<file path="src/rtl/cdb_arbiter_if.sv">
// rtl/cdb_arbiter_if.sv - producer handshakes and CDB broadcast bundle for cdb_arbiter
interface cdb_arbiter_if #(
  parameter int DATA_W = 32,
  parameter int ROB_W  = 4
);
  logic              flush;

  logic              alu_valid;
  logic [ROB_W-1:0]  alu_rob_id;
  logic [DATA_W-1:0] alu_data;
  logic              alu_ready;

  logic              br_valid;
  logic [ROB_W-1:0]  br_rob_id;
  logic [DATA_W-1:0] br_data;
  logic              br_ready;

  logic              lsb_valid;
  logic [ROB_W-1:0]  lsb_rob_id;
  logic [DATA_W-1:0] lsb_data;
  logic              lsb_ready;

  logic              cdb_valid;
  logic [ROB_W-1:0]  cdb_rob_id;
  logic [DATA_W-1:0] cdb_data;
  logic [1:0]        cdb_src;
  logic [15:0]       cdb_busy_cycles;

  // Producer / snooper side
  modport master (
    output flush,
    output alu_valid, alu_rob_id, alu_data, input alu_ready,
    output br_valid,  br_rob_id,  br_data,  input br_ready,
    output lsb_valid, lsb_rob_id, lsb_data, input lsb_ready,
    input  cdb_valid, cdb_rob_id, cdb_data, cdb_src, cdb_busy_cycles
  );

  // Arbiter side
  modport slave (
    input  flush,
    input  alu_valid, alu_rob_id, alu_data, output alu_ready,
    input  br_valid,  br_rob_id,  br_data,  output br_ready,
    input  lsb_valid, lsb_rob_id, lsb_data, output lsb_ready,
    output cdb_valid, cdb_rob_id, cdb_data, cdb_src, cdb_busy_cycles
  );
endinterface

</file>
<file path="src/rtl/cdb_arbiter.sv">
// rtl/cdb_arbiter.sv - round-robin common data bus arbiter over three one-entry holding slots
module cdb_arbiter #(
  parameter int DATA_W = 32,
  parameter int ROB_W  = 4
) (
  input  logic       clk,
  input  logic       rst,
  cdb_arbiter_if.slave bus
);

  // Ports are indexed 0 = ALU, 1 = BR, 2 = LSB throughout
  logic [2:0]        in_valid;
  logic [ROB_W-1:0]  in_tag  [3];
  logic [DATA_W-1:0] in_data [3];

  logic [2:0]        held_q, held_d;
  logic [ROB_W-1:0]  tag_q   [3];
  logic [ROB_W-1:0]  tag_d   [3];
  logic [DATA_W-1:0] data_q  [3];
  logic [DATA_W-1:0] data_d  [3];
  logic [1:0]        last_q, last_d;

  logic              cdb_valid_q, cdb_valid_d;
  logic [ROB_W-1:0]  cdb_rob_q, cdb_rob_d;
  logic [DATA_W-1:0] cdb_data_q, cdb_data_d;
  logic [1:0]        cdb_src_q, cdb_src_d;
  logic [15:0]       busy_q, busy_d;

  logic [1:0]        p0, p1, p2;
  logic [1:0]        grant_idx;
  logic              grant_any;
  logic [2:0]        grant;
  logic [2:0]        ready;
  logic              multi_held;

  function automatic logic [1:0] next_port(input logic [1:0] p);
    return (p == 2'd2) ? 2'd0 : p + 2'd1;
  endfunction

  assign in_valid   = {bus.lsb_valid, bus.br_valid, bus.alu_valid};
  assign in_tag[0]  = bus.alu_rob_id;
  assign in_tag[1]  = bus.br_rob_id;
  assign in_tag[2]  = bus.lsb_rob_id;
  assign in_data[0] = bus.alu_data;
  assign in_data[1] = bus.br_data;
  assign in_data[2] = bus.lsb_data;

  // Round-robin pick: search starts just after the last granted port
  always_comb begin
    p0        = next_port(last_q);
    p1        = next_port(p0);
    p2        = next_port(p1);
    grant_any = 1'b1;
    grant_idx = p0;
    if (held_q[p0])      grant_idx = p0;
    else if (held_q[p1]) grant_idx = p1;
    else if (held_q[p2]) grant_idx = p2;
    else                 grant_any = 1'b0;
    grant = grant_any ? (3'b001 << grant_idx) : 3'b000;
  end

  // A slot accepts when empty or being drained this cycle; flush blocks all intake
  assign ready      = bus.flush ? 3'b000 : (~held_q | grant);
  assign multi_held = (held_q[0] & held_q[1]) | (held_q[0] & held_q[2]) | (held_q[1] & held_q[2]);

  // Next-state: broadcast the grant, drain it, then let new captures override the drain
  always_comb begin
    held_d      = held_q;
    tag_d       = tag_q;
    data_d      = data_q;
    last_d      = last_q;
    cdb_valid_d = 1'b0;
    cdb_rob_d   = cdb_rob_q;
    cdb_data_d  = cdb_data_q;
    cdb_src_d   = cdb_src_q;
    busy_d      = busy_q;
    if (bus.flush) begin
      held_d = 3'b000;
    end else begin
      if (multi_held && (busy_q != 16'hFFFF)) busy_d = busy_q + 16'd1;
      if (grant_any) begin
        cdb_valid_d       = 1'b1;
        cdb_rob_d         = tag_q[grant_idx];
        cdb_data_d        = data_q[grant_idx];
        cdb_src_d         = grant_idx;
        held_d[grant_idx] = 1'b0;
        last_d            = grant_idx;
      end
      // Tag 0 completes the handshake but carries nothing worth broadcasting
      for (int i = 0; i < 3; i++) begin
        if (in_valid[i] && ready[i] && (in_tag[i] != '0)) begin
          held_d[i] = 1'b1;
          tag_d[i]  = in_tag[i];
          data_d[i] = in_data[i];
        end
      end
    end
  end

  // State registers; reset empties every slot immediately
  always_ff @(posedge clk or posedge rst) begin
    if (rst) begin
      held_q      <= 3'b000;
      tag_q       <= '{default: '0};
      data_q      <= '{default: '0};
      last_q      <= 2'd2;
      cdb_valid_q <= 1'b0;
      cdb_rob_q   <= '0;
      cdb_data_q  <= '0;
      cdb_src_q   <= 2'd0;
      busy_q      <= 16'd0;
    end else begin
      held_q      <= held_d;
      tag_q       <= tag_d;
      data_q      <= data_d;
      last_q      <= last_d;
      cdb_valid_q <= cdb_valid_d;
      cdb_rob_q   <= cdb_rob_d;
      cdb_data_q  <= cdb_data_d;
      cdb_src_q   <= cdb_src_d;
      busy_q      <= busy_d;
    end
  end

  assign bus.alu_ready       = ready[0];
  assign bus.br_ready        = ready[1];
  assign bus.lsb_ready       = ready[2];
  assign bus.cdb_valid       = cdb_valid_q;
  assign bus.cdb_rob_id      = cdb_rob_q;
  assign bus.cdb_data        = cdb_data_q;
  assign bus.cdb_src         = cdb_src_q;
  assign bus.cdb_busy_cycles = busy_q;

endmodule

</file>
<file path="src/flat_wrapper.sv">
// flat-port wrapper written by rule: the top's interface ports become plain ports
module cdb_arbiter_flat 
#(
  parameter int DATA_W = 32,
  parameter int ROB_W  = 4
)
  (clk, rst, bus_flush, bus_alu_valid, bus_alu_rob_id, bus_alu_data, bus_alu_ready, bus_br_valid, bus_br_rob_id, bus_br_data, bus_br_ready, bus_lsb_valid, bus_lsb_rob_id, bus_lsb_data, bus_lsb_ready, bus_cdb_valid, bus_cdb_rob_id, bus_cdb_data, bus_cdb_src, bus_cdb_busy_cycles);
  cdb_arbiter_if #(.DATA_W(DATA_W), .ROB_W(ROB_W)) bus_i ();
  input  logic clk;
  input  logic rst;
  input wire logic [$bits(bus_i.flush)-1:0] bus_flush;
  input wire logic [$bits(bus_i.alu_valid)-1:0] bus_alu_valid;
  input wire logic [$bits(bus_i.alu_rob_id)-1:0] bus_alu_rob_id;
  input wire logic [$bits(bus_i.alu_data)-1:0] bus_alu_data;
  output wire logic [$bits(bus_i.alu_ready)-1:0] bus_alu_ready;
  input wire logic [$bits(bus_i.br_valid)-1:0] bus_br_valid;
  input wire logic [$bits(bus_i.br_rob_id)-1:0] bus_br_rob_id;
  input wire logic [$bits(bus_i.br_data)-1:0] bus_br_data;
  output wire logic [$bits(bus_i.br_ready)-1:0] bus_br_ready;
  input wire logic [$bits(bus_i.lsb_valid)-1:0] bus_lsb_valid;
  input wire logic [$bits(bus_i.lsb_rob_id)-1:0] bus_lsb_rob_id;
  input wire logic [$bits(bus_i.lsb_data)-1:0] bus_lsb_data;
  output wire logic [$bits(bus_i.lsb_ready)-1:0] bus_lsb_ready;
  output wire logic [$bits(bus_i.cdb_valid)-1:0] bus_cdb_valid;
  output wire logic [$bits(bus_i.cdb_rob_id)-1:0] bus_cdb_rob_id;
  output wire logic [$bits(bus_i.cdb_data)-1:0] bus_cdb_data;
  output wire logic [$bits(bus_i.cdb_src)-1:0] bus_cdb_src;
  output wire logic [$bits(bus_i.cdb_busy_cycles)-1:0] bus_cdb_busy_cycles;
  assign bus_i.flush = bus_flush;
  assign bus_i.alu_valid = bus_alu_valid;
  assign bus_i.alu_rob_id = bus_alu_rob_id;
  assign bus_i.alu_data = bus_alu_data;
  assign bus_alu_ready = bus_i.alu_ready;
  assign bus_i.br_valid = bus_br_valid;
  assign bus_i.br_rob_id = bus_br_rob_id;
  assign bus_i.br_data = bus_br_data;
  assign bus_br_ready = bus_i.br_ready;
  assign bus_i.lsb_valid = bus_lsb_valid;
  assign bus_i.lsb_rob_id = bus_lsb_rob_id;
  assign bus_i.lsb_data = bus_lsb_data;
  assign bus_lsb_ready = bus_i.lsb_ready;
  assign bus_cdb_valid = bus_i.cdb_valid;
  assign bus_cdb_rob_id = bus_i.cdb_rob_id;
  assign bus_cdb_data = bus_i.cdb_data;
  assign bus_cdb_src = bus_i.cdb_src;
  assign bus_cdb_busy_cycles = bus_i.cdb_busy_cycles;
  cdb_arbiter #(.DATA_W(DATA_W), .ROB_W(ROB_W)) u_core (.clk(clk), .rst(rst), .bus(bus_i));
endmodule
</file>
<file path="config.mk">
export PLATFORM = sky130hd
export DESIGN_NAME = cdb_arbiter_flat
export DESIGN_NICKNAME = d
export VERILOG_FILES = /design/src/rtl/cdb_arbiter_if.sv /design/src/rtl/cdb_arbiter.sv /design/src/flat_wrapper.sv
export SDC_FILE = /design/constraint.sdc
export NUM_CORES = 1
export LEC_CHECK = 0
export CAP_MARGIN = 30
export CELL_PAD_IN_SITES_DETAIL_PLACEMENT = 1
export CELL_PAD_IN_SITES_GLOBAL_PLACEMENT = 1
export CORE_MARGIN = 1.5
export CORE_UTILIZATION = 41
export CTS_CLUSTER_DIAMETER = 60
export DETAILED_ROUTE_END_ITERATION = 16
export PLACE_DENSITY_LB_ADDON = 0.12
export SLEW_MARGIN = 20
export SYNTH_ARGS = -nofsm -noshare
export SYNTH_HDL_FRONTEND = slang
export SYNTH_SLANG_ARGS = --single-unit
export TNS_END_PERCENT = 5
</file>
<file path="constraint.sdc">
create_clock -name clk -period 6.05 [get_ports clk]
set_input_delay 0.605 -clock clk [delete_from_list [all_inputs] [get_ports clk]]
set_output_delay 0.605 -clock clk [all_outputs]
set_load 0.05 [all_outputs]
</file>
# --- After elaboration in Yosys (flattened, before gate mapping) ---
# Cells that the tools add are included.
word_totals:
  ff_bits: 168
  in_bits: 114
  out_inout_bits: 58
  wordCells: 92
classes:
  addsub: 4
  order_cmp: 6
  eq_ne: 4
  shifts: 1
  muxes: 32
  bitwise: 11
  reduce_logical: 19
ops:
  columns: ["op", "n"]
  rows:
  - ["binary-select mux 32 bit (select 2 bit)", 1]
  - ["two-way mux 32 bit", 2]
  - ["adder 16 x 1 -> 16 bit, second input constant", 1]
  - ["!= test 16 bit, second input constant", 1]
  - ["< comparator 2 x 3 -> 1 bit, second input constant", 4]
  - ["two-way mux 1 bit", 12]
  - ["two-way mux 2 bit", 6]
  - ["two-way mux 3 bit", 4]
  - ["nonzero test 4 bit", 3]
  - ["AND reduction 2 bit", 5]
  - ["nonzero test 3 bit", 3]
  - ["binary-select mux 4 bit (select 2 bit)", 1]
  - ["logical AND 1 bit", 8]
  - ["two-way mux 4 bit", 2]
  - ["adder 2 x 1 -> 2 bit, second input constant", 3]
  - ["binary-select mux 1 bit (select 2 bit)", 3]
  - ["== test 2 bit, second input constant", 3]
  - ["inverter 3 bit", 2]
  - ["bitwise AND 1 bit", 3]
  - ["bitwise AND 3 bit", 1]
  - ["greater-or-equal comparator 3 bit, second input constant", 1]
  - ["inverter 2 -> 3 bit", 1]
  - ["OR 3 bit", 1]
  - ["<< shifter 1 x 2 -> 3 bit, first input constant", 1]
  - ["other kinds (4)", 5]

# --- Depth between registers and ports, before layout ---
logic_depth:
  ltp_word: 20
  ltp_mapped: 7
  ltp_nobuf: 5

# --- Worst setup path before layout ---
# No wires, ideal clock.
synth_path:
  path_type: "register -> output"
  from: "reg u_core.last_q[1]"
  to: "out bus_br_ready"
  t_arrival_ns: 1.488
  required_time_ns: 5.445
  path_slack_ns: 3.957
  path_stages_with_launch: 5
  path_buffers: 1
  path_cell_list: "dfstp_2 buf_6 nand2b_4 a21oi_2 nor2_1"
synth_via:
  elab_chain_len: 15
  elab_cells_between_ends: 25
  cone_classes: "add/sub (3); eq/ne (3); shift (1); mux (17); bitwise (1)"
synth_rtl:
  columns: ["element", "line", "text"]
  rows:
  - ["from (decl)", "cdb_arbiter.sv:21", "logic [1:0] last_q, last_d;"]
  - ["from (signal assigned)", "cdb_arbiter.sv:116", "last_q <= last_d;"]
  - ["adder 2 x 1 -> 2 bit / == test 2 bit (equally long branches)", "cdb_arbiter.sv:37", "return (p == 2'd2) ? 2'd0 : p + 2'd1;"]
  - ["two-way mux 2 bit (*)", "cdb_arbiter.sv:37", null]
  - ["adder 2 x 1 -> 2 bit / == test 2 bit (equally long branches)", "cdb_arbiter.sv:37", null]
  - ["two-way mux 2 bit", "cdb_arbiter.sv:37", null]
  - ["adder 2 x 1 -> 2 bit / == test 2 bit (equally long branches)", "cdb_arbiter.sv:37", null]
  - ["two-way mux 2 bit", "cdb_arbiter.sv:37", null]
  - ["binary-select mux 1 bit (select 2 bit)", "cdb_arbiter.sv:57", "else if (held_q[p2]) grant_idx = p2;"]
  - ["two-way mux 1 bit (implied by the code)", "cdb_arbiter.sv:57", null]
  - ["two-way mux 2 bit", "cdb_arbiter.sv:57", null]
  - ["two-way mux 2 bit", "cdb_arbiter.sv:56", "else if (held_q[p1]) grant_idx = p1;"]
  - ["two-way mux 2 bit", "cdb_arbiter.sv:55", "if (held_q[p0]) grant_idx = p0;"]
  - ["<< shifter 1 x 2 -> 3 bit", "cdb_arbiter.sv:59", "grant = grant_any ? (3'b001 << grant_idx) : 3'b000;"]
  - ["two-way mux 3 bit (*)", "cdb_arbiter.sv:59", null]
  - ["OR 3 bit (*)", "cdb_arbiter.sv:63", "assign ready = bus.flush ? 3'b000 : (~held_q | grant);"]
  - ["two-way mux 3 bit (*)", "cdb_arbiter.sv:63", null]
  - ["to (decl)", "flat_wrapper.sv:19", "output wire logic [$bits(bus_i.br_ready)-1:0] bus_br_ready;"]
# Mark *: on every way between the ends. The rest lies on a longest branch, timed or not. The select of a mux whose other input is x is not followed.

# --- Worst setup path in the final report ---
layout_path:
  from: "in bus_flush"
  to: "reg u_core.cdb_data_q[26] (netlist: u_core.bus.cdb_data[26])"
layout_via:
  elab_chain_len: 2
layout_rtl:
  columns: ["element", "line", "text"]
  rows:
  - ["from (decl)", "flat_wrapper.sv:11", "input wire logic [$bits(bus_i.flush)-1:0] bus_flush;"]
  - ["inverter 1 bit (no line)", null, null]
  - ["AND reduction 2 bit (no line)", null, null]
  - ["to (signal assigned)", "cdb_arbiter.sv:119", "cdb_data_q <= cdb_data_d;"]
  - ["to (decl)", "cdb_arbiter.sv:25", "logic [DATA_W-1:0] cdb_data_q, cdb_data_d;"]
# No other way between the ends.
# A chain may end at the register's enable or synchronous reset.

==> qor.yml <==
start_util: 0.422
power.internal_mw: 2.45
cts_buffers: 17
clk_latency_ps: 430
ys_warn_count: 0
synth-edff-count: 0
synth_top_family_by_area: "multiplexers"
slew_violations: 0
antennaDiodeCount: 0
synth_fp_nets: 631
grtUsageTotal: 0.211
gp_congestion: 0.830
cts_hold_buf: 0
critPathLaunchType: "input pin"
pre_cts_slack_ps: 2130
routed_wl_mm: 19.1
crit_type: "input pin to register"
grt_pass1_wl_mm: 29.6
synthXorXnorAreaFrac: 0.0155
power_switching_mw: 1.30
finalSetupTns_ps: 0
cp.arrival_ps: 3750
most-common-layout-cells: "171 x clkdlybuf4s50_1, 166 x dfrtp_1, 48 x mux2_2"
hold_path.class: "register to register"
netlist_area_um2: 7350
cts.htree.levels: 4
post-cts-setup-buffer-count: 0
p_per_area_nw_per_um2: 384
ys.flop_type: "dfrtp_1"
antenna_found_initial: 0
via_per_inst: 5.38
async_flop_share: 1.00
dr.pass1.iters: 4
synth_compound_area_frac: 0.117
clk_pin_slew_ps: 70
cellLeakagePower_nw: 4.05
worst_pin_slew_ps: 928
area_growth_pct: 33.1
status: "complete, no violations"
period_share: 0.570
final_layout_size_suffix_gt1_frac: 0.210
fp.dieW_um: 137
dp.final_hpwl_mm: 13.1
grt_overflow_total: 0
ys_types: 52
fp-row-count: 48
setup-violations-final: 0
max_freq_ghz: 0.290
cts_tree: "done"
drcViolationCount: 0
fin_skew_ps: 12.7
pwr-share-comb: 0.302
post_synth_and_or_nand_nor_area_fraction: 0.0694
final_common_cell: "clkdlybuf4s50_1"
nFillCells: 1696
cts-root-buf: "clkbuf_16"
cts.sinks: 167
numPortBuffers: 171
max_cap_violations: 0
final_cell_area_um2: 9780
instances_no_fill: 919
synth_cells: 516
grt_pass1_vias: 5311
dp.cells: 885
routedWlPerCell_um: 20.8
dpl_cell_area_um2: 9140
syn_area_per_cell_um2: 14.2
die_h_um: 137
ctsResizeCount: 0
final_nets: 796
rsz0062_at_grt: "false"
p_sw_frac: 0.347
p_clk_frac: 0.291
finalPower_mw: 3.75
relSlewSlack: 0.381
vdd_ir_drop_max_mv: 0.278
grt_start_max_net_pins: 106
synthAdderAreaFrac: 0.00306
synth_seq_cells: 167
synthMuxAreaShare: 0.183
clk_path_buf_depth: 2
synth_seq_area_share: 0.569
post-route-min-period_ps: 3450
coreArea_um2: 17400
required_ps: 6350
worstSetupEndpointType: "register"
ios: 172
sequentialPowerShare: 0.407
cp_max_fo: 39
ant_nets: 0
dieArea_um2: 18700
first_iter_violations: 300
setup_slack_ps: 2600
vias: 4945
finalHoldViolations: 0
through the flow:
stage,hold WS (ps),util
floorplan,449,-
detailed placement,471,0.525
CTS,487,0.558
global placement,458,0.523
finish,484,0.562
global route,508,0.562
cell type report:
class / instances / area (µm²) / share of cell area
sequential: 167 / 4180 / 0.427
multi-input combinational: 305 / 2850 / 0.292
timing repair buffer: 180 / 1830 / 0.188
clock buffer: 18 / 439 / 0.0449
tap: 225 / 282 / 0.0288
clock inverter: 14 / 149 / 0.0152
inverter: 10 / 42.5 / 0.00435
final timing paths:
kind                                   from  cells past startpoint                       to  slack (ps)
min in group asynchronous               rst                      2     u_core.bus.cdb_valid         540
hold reg to reg            u_core.data_q[9]                      1   u_core.bus.cdb_data[9]         480
setup reg to reg           u_core.held_q[1]                      6  u_core.bus.cdb_data[26]        3080
setup / recovery                  bus_flush                      6  u_core.bus.cdb_data[26]        2600
max in group asynchronous               rst                      4  u_core.bus.cdb_data[29]        3980
hold / removal             u_core.data_q[9]                      1   u_core.bus.cdb_data[9]         480
synthesized netlist by cell type, types with 2 or more instances:
library cell,n,area (µm²)
nand2_1,6,22.5
and3_1,2,12.5
o2bb2ai_1,36,315
nand2b_4,2,27.5
a31oi_1,2,12.5
mux2_1,30,338
buf_6,17,191
mux2_4,31,465
mux2_2,48,541
a21oi_1,7,35.0
nor4b_1,2,17.5
nor3_1,6,30.0
o21bai_1,2,15.0
nand4_1,2,12.5
inv_1,9,33.8
buf_2,15,75.1
dfrtp_1,166,4150
o41ai_2,3,48.8
a21oi_2,2,17.5
a32o_1,2,20.0
nor2_1,45,169
a221oi_1,36,315
xor2_1,12,105
buf_4,2,15.0
nor3_4,3,48.8
nor3b_1,2,15.0
critical path: stages:
cell and delay, ps:
clkdlybuf4s50_1 910, or2_2 850, clkinv_1 670, buf_4 430, nor2_1 140, o2bb2ai_1 100
kinds of logic (layout without fill, tap and decap cells):
logic type,count (synthesis),in the layout
buffers and inverters,44,222
xor gates and xnor gates,13,13
and+or+nand+nor,84,84
muxes,109,109
AOI/OAI and AO/OA,97,97
DFF,167,167
adders and majority gates,2,2
routing by layer:
layer  track usage  routed length (µm)  part of all wire  vias to the layer above
met5             0                   0                 0                        -
met4        0.0544                 213             0.011                        0
met3        0.0585                1090             0.057                       20
met2         0.339                9330              0.49                      136
met1         0.282                8450              0.44                     2552
li1              -                   -                 -                     2237
power by group through the flow:
| stage | combinational, mW | sequential [mW] | clock, mW |
|---|---|---|---|
| floorplan | 0.441 | 1.82 | 0 |
| global placement | 1.10 | 1.53 | 0 |
| CTS | 1.13 | 1.53 | 1.11 |
| global route | 1.20 | 1.56 | 1.16 |
| detailed placement | 1.13 | 1.54 | 0 |
| finish | 1.13 | 1.53 | 1.09 |
sequential cells by signal, summed over array words and instances (netlist names):
signal                      flops
u_core.last_q                   1
u_core.bus.cdb_data            32
u_core.bus.cdb_src              2
u_core.bus.cdb_rob_id           4
u_core.bus.cdb_valid            1
u_core.data_q                  96
u_core.held_q                   3
u_core.bus.cdb_busy_cycles     16
u_core.tag_q                   12
Power figures use the tool's default switching activity.
==> patch: new RTL, same settings <==
`cdb_data_q` no longer has a reset.
--- a/src/rtl/cdb_arbiter.sv
+++ b/src/rtl/cdb_arbiter.sv
@@ -106,7 +106,6 @@
       last_q      <= 2'd2;
       cdb_valid_q <= 1'b0;
       cdb_rob_q   <= '0;
-      cdb_data_q  <= '0;
       cdb_src_q   <= 2'd0;
       busy_q      <= 16'd0;
     end else begin
@@ -116,10 +115,13 @@
       last_q      <= last_d;
       cdb_valid_q <= cdb_valid_d;
       cdb_rob_q   <= cdb_rob_d;
-      cdb_data_q  <= cdb_data_d;
       cdb_src_q   <= cdb_src_d;
       busy_q      <= busy_d;
     end
+  end
+
+  always_ff @(posedge clk) begin
+    cdb_data_q <= cdb_data_d;
   end
 
   assign bus.alu_ready       = ready[0];
Check against the original RTL: differs if rst is asserted again (counterexample within 4 cycles, from zero or initial values and one cycle with rst high); with rst held inactive, the same outputs for 4 cycles.
==> patch against the unedited design <==
Worst hold slack better by 0.0042 ns; power shrank 1.2%; area after synthesis fell by 0.70%; routed wire length is 1.6% lower; cell area fell by 1.1%; largest cell class unchanged; worst setup slack better by 0.39 ns; clock power is 8% lower; sequential cell count did not move; global-route usage increased by 0.18 points; synthesized cell count shrank 0.58%; non-clock buffer count shrank 4.
==> patch: results (changes against the unedited design) <==
placement:
  detailedPlacementHpwl_um: 12240  # -6.5%
  dp.cells: 884  # -0.11%
  post-place-ws_ns: 3.016  # +0.8875 ns
  post_dp_cell_area_sq_mm: 0.009107  # -0.33%
  gp_congestion: 0.7653  # -7.8%
detailed_routing:
  wl_met3_um: 952  # -13%
  drt-initial-drc-count: 219  # -27%
  wl_um: 18780  # -1.6%
  wl_met1_um: 7964  # -5.8%
  wl_per_cell_um: 20.48  # -1.4%
  dr_total_vias: 4748  # -4.0%
  wl_met2_um: 9656  # +3.5%
global_route:
  met3_usage_pct: 5.332  # -0.52 points
  grt_max_degree: 83  # -22%
  grt_pass1_wl_um: 29540  # -0.14%
  use_met2_pct: 37.12  # +3.2 points
  grt_pass1_vias: 5427  # +2.2%
  grtUsageMet1_pct: 26.06  # -2.1 points
  grt.total_usage_pct: 21.26  # +0.18 points
final_layout:
  stdcell_area_sq_mm: 0.009671  # -1.1%
  final_layout_size_suffix_gt1_share_pct: 16.04  # -5.0 points
  fill_cells: 1692  # -0.24%
  nets: 794  # -0.25%
  diodes: 0  # unchanged
  top_register: "u_core.data_q"
synthesis:
  ys_types: 54  # +3.8%
  ys.flop_type: "dfrtp_1"
  syn_avg_cell_area_sq_um: 14.23  # -0.12%
  synth-edff-count: 32  # +32
  synth.top_cells.by_count: "134 x dfrtp_1, 72 x nand2_1, 60 x mux2_4"
  syn-num-nets: 628  # -0.48%
  ys_seq_area_share_pct: 59.46  # +2.6 points
  synth.area.top_cells: "dfrtp_1 46%, edfxtp_1 13%, mux2_4 12%"
  async_flop_share_pct: 80.84  # -19 points
worst_hold_path:
  min_path_cells: 1  # unchanged
  hp-start: "u_core.data_q[55]"
  hold_end: "u_core.data_q[55]"
timing:
  relSlewSlack_pct: 37.80  # -0.33 points
  holdWs_ns: 0.4884  # +0.004158 ns
  clock.fmax_mhz: 327.5  # +13%
critical_path:
  reg2regPathDepth: 5  # -1
  worst-endpoint-arrival_ns: 2.45  # -1.30 ns
  endpoint: "bus_alu_ready"
  worstReg2RegEnd: "u_core.bus.cdb_data[10]"
  r2r-start: "u_core.held_q[0]"
  cp_max_fo: 10  # -74%
  slowest_delay_ns: 0.86  # -0.05 ns
  r2r_setup_slack_ns: 3.33  # +0.25 ns
run_status:
  status: "completed"
clock_tree:
  htreeDepth: 4  # unchanged
pwr:
  ir_drop_uv: 278.8  # +0.23%
  p_leak_uw: 0.004021  # -0.71%
==> patch: cell types whose count changed after synthesis, sizes merged, moves of 32 or more <==
cell     unedited run  this run
edfxtp              0        32
o2bb2ai            36         0
nand2               6        72
dfrtp             166       134
a221oi             36         0
a22oi               0        40
==> patch: cell type report <==
type                            count  share of cell area [%]
Sequential cell                   167                   44.88
Tap cell                          225                   2.911
Multi-Input combinational cell    311                   28.05
Inverter                            6                  0.2846
Clock inverter                      9                  0.8022
Timing Repair Buffer              176                   18.33
Clock buffer                       23                   4.735
==> patch: cell families after synthesis <==
group                    synth area share (%)
flip-flops                              59.46
AND/OR/NAND/NOR                         8.810
multiplexers                            18.97
AO/OA/AOI/OAI                           7.371
buffers and inverters                   3.771
XOR/XNOR                                1.440
adder cells (fa/ha/maj)                0.1714
==> patch: report_power, final <==
part           leakage (uW)  internal, uW  switching, uW
Combinational       0.00186           476            678
Sequential          0.00191          1410            147
Clock              0.000248           573            430
Total               0.00402          2450           1260
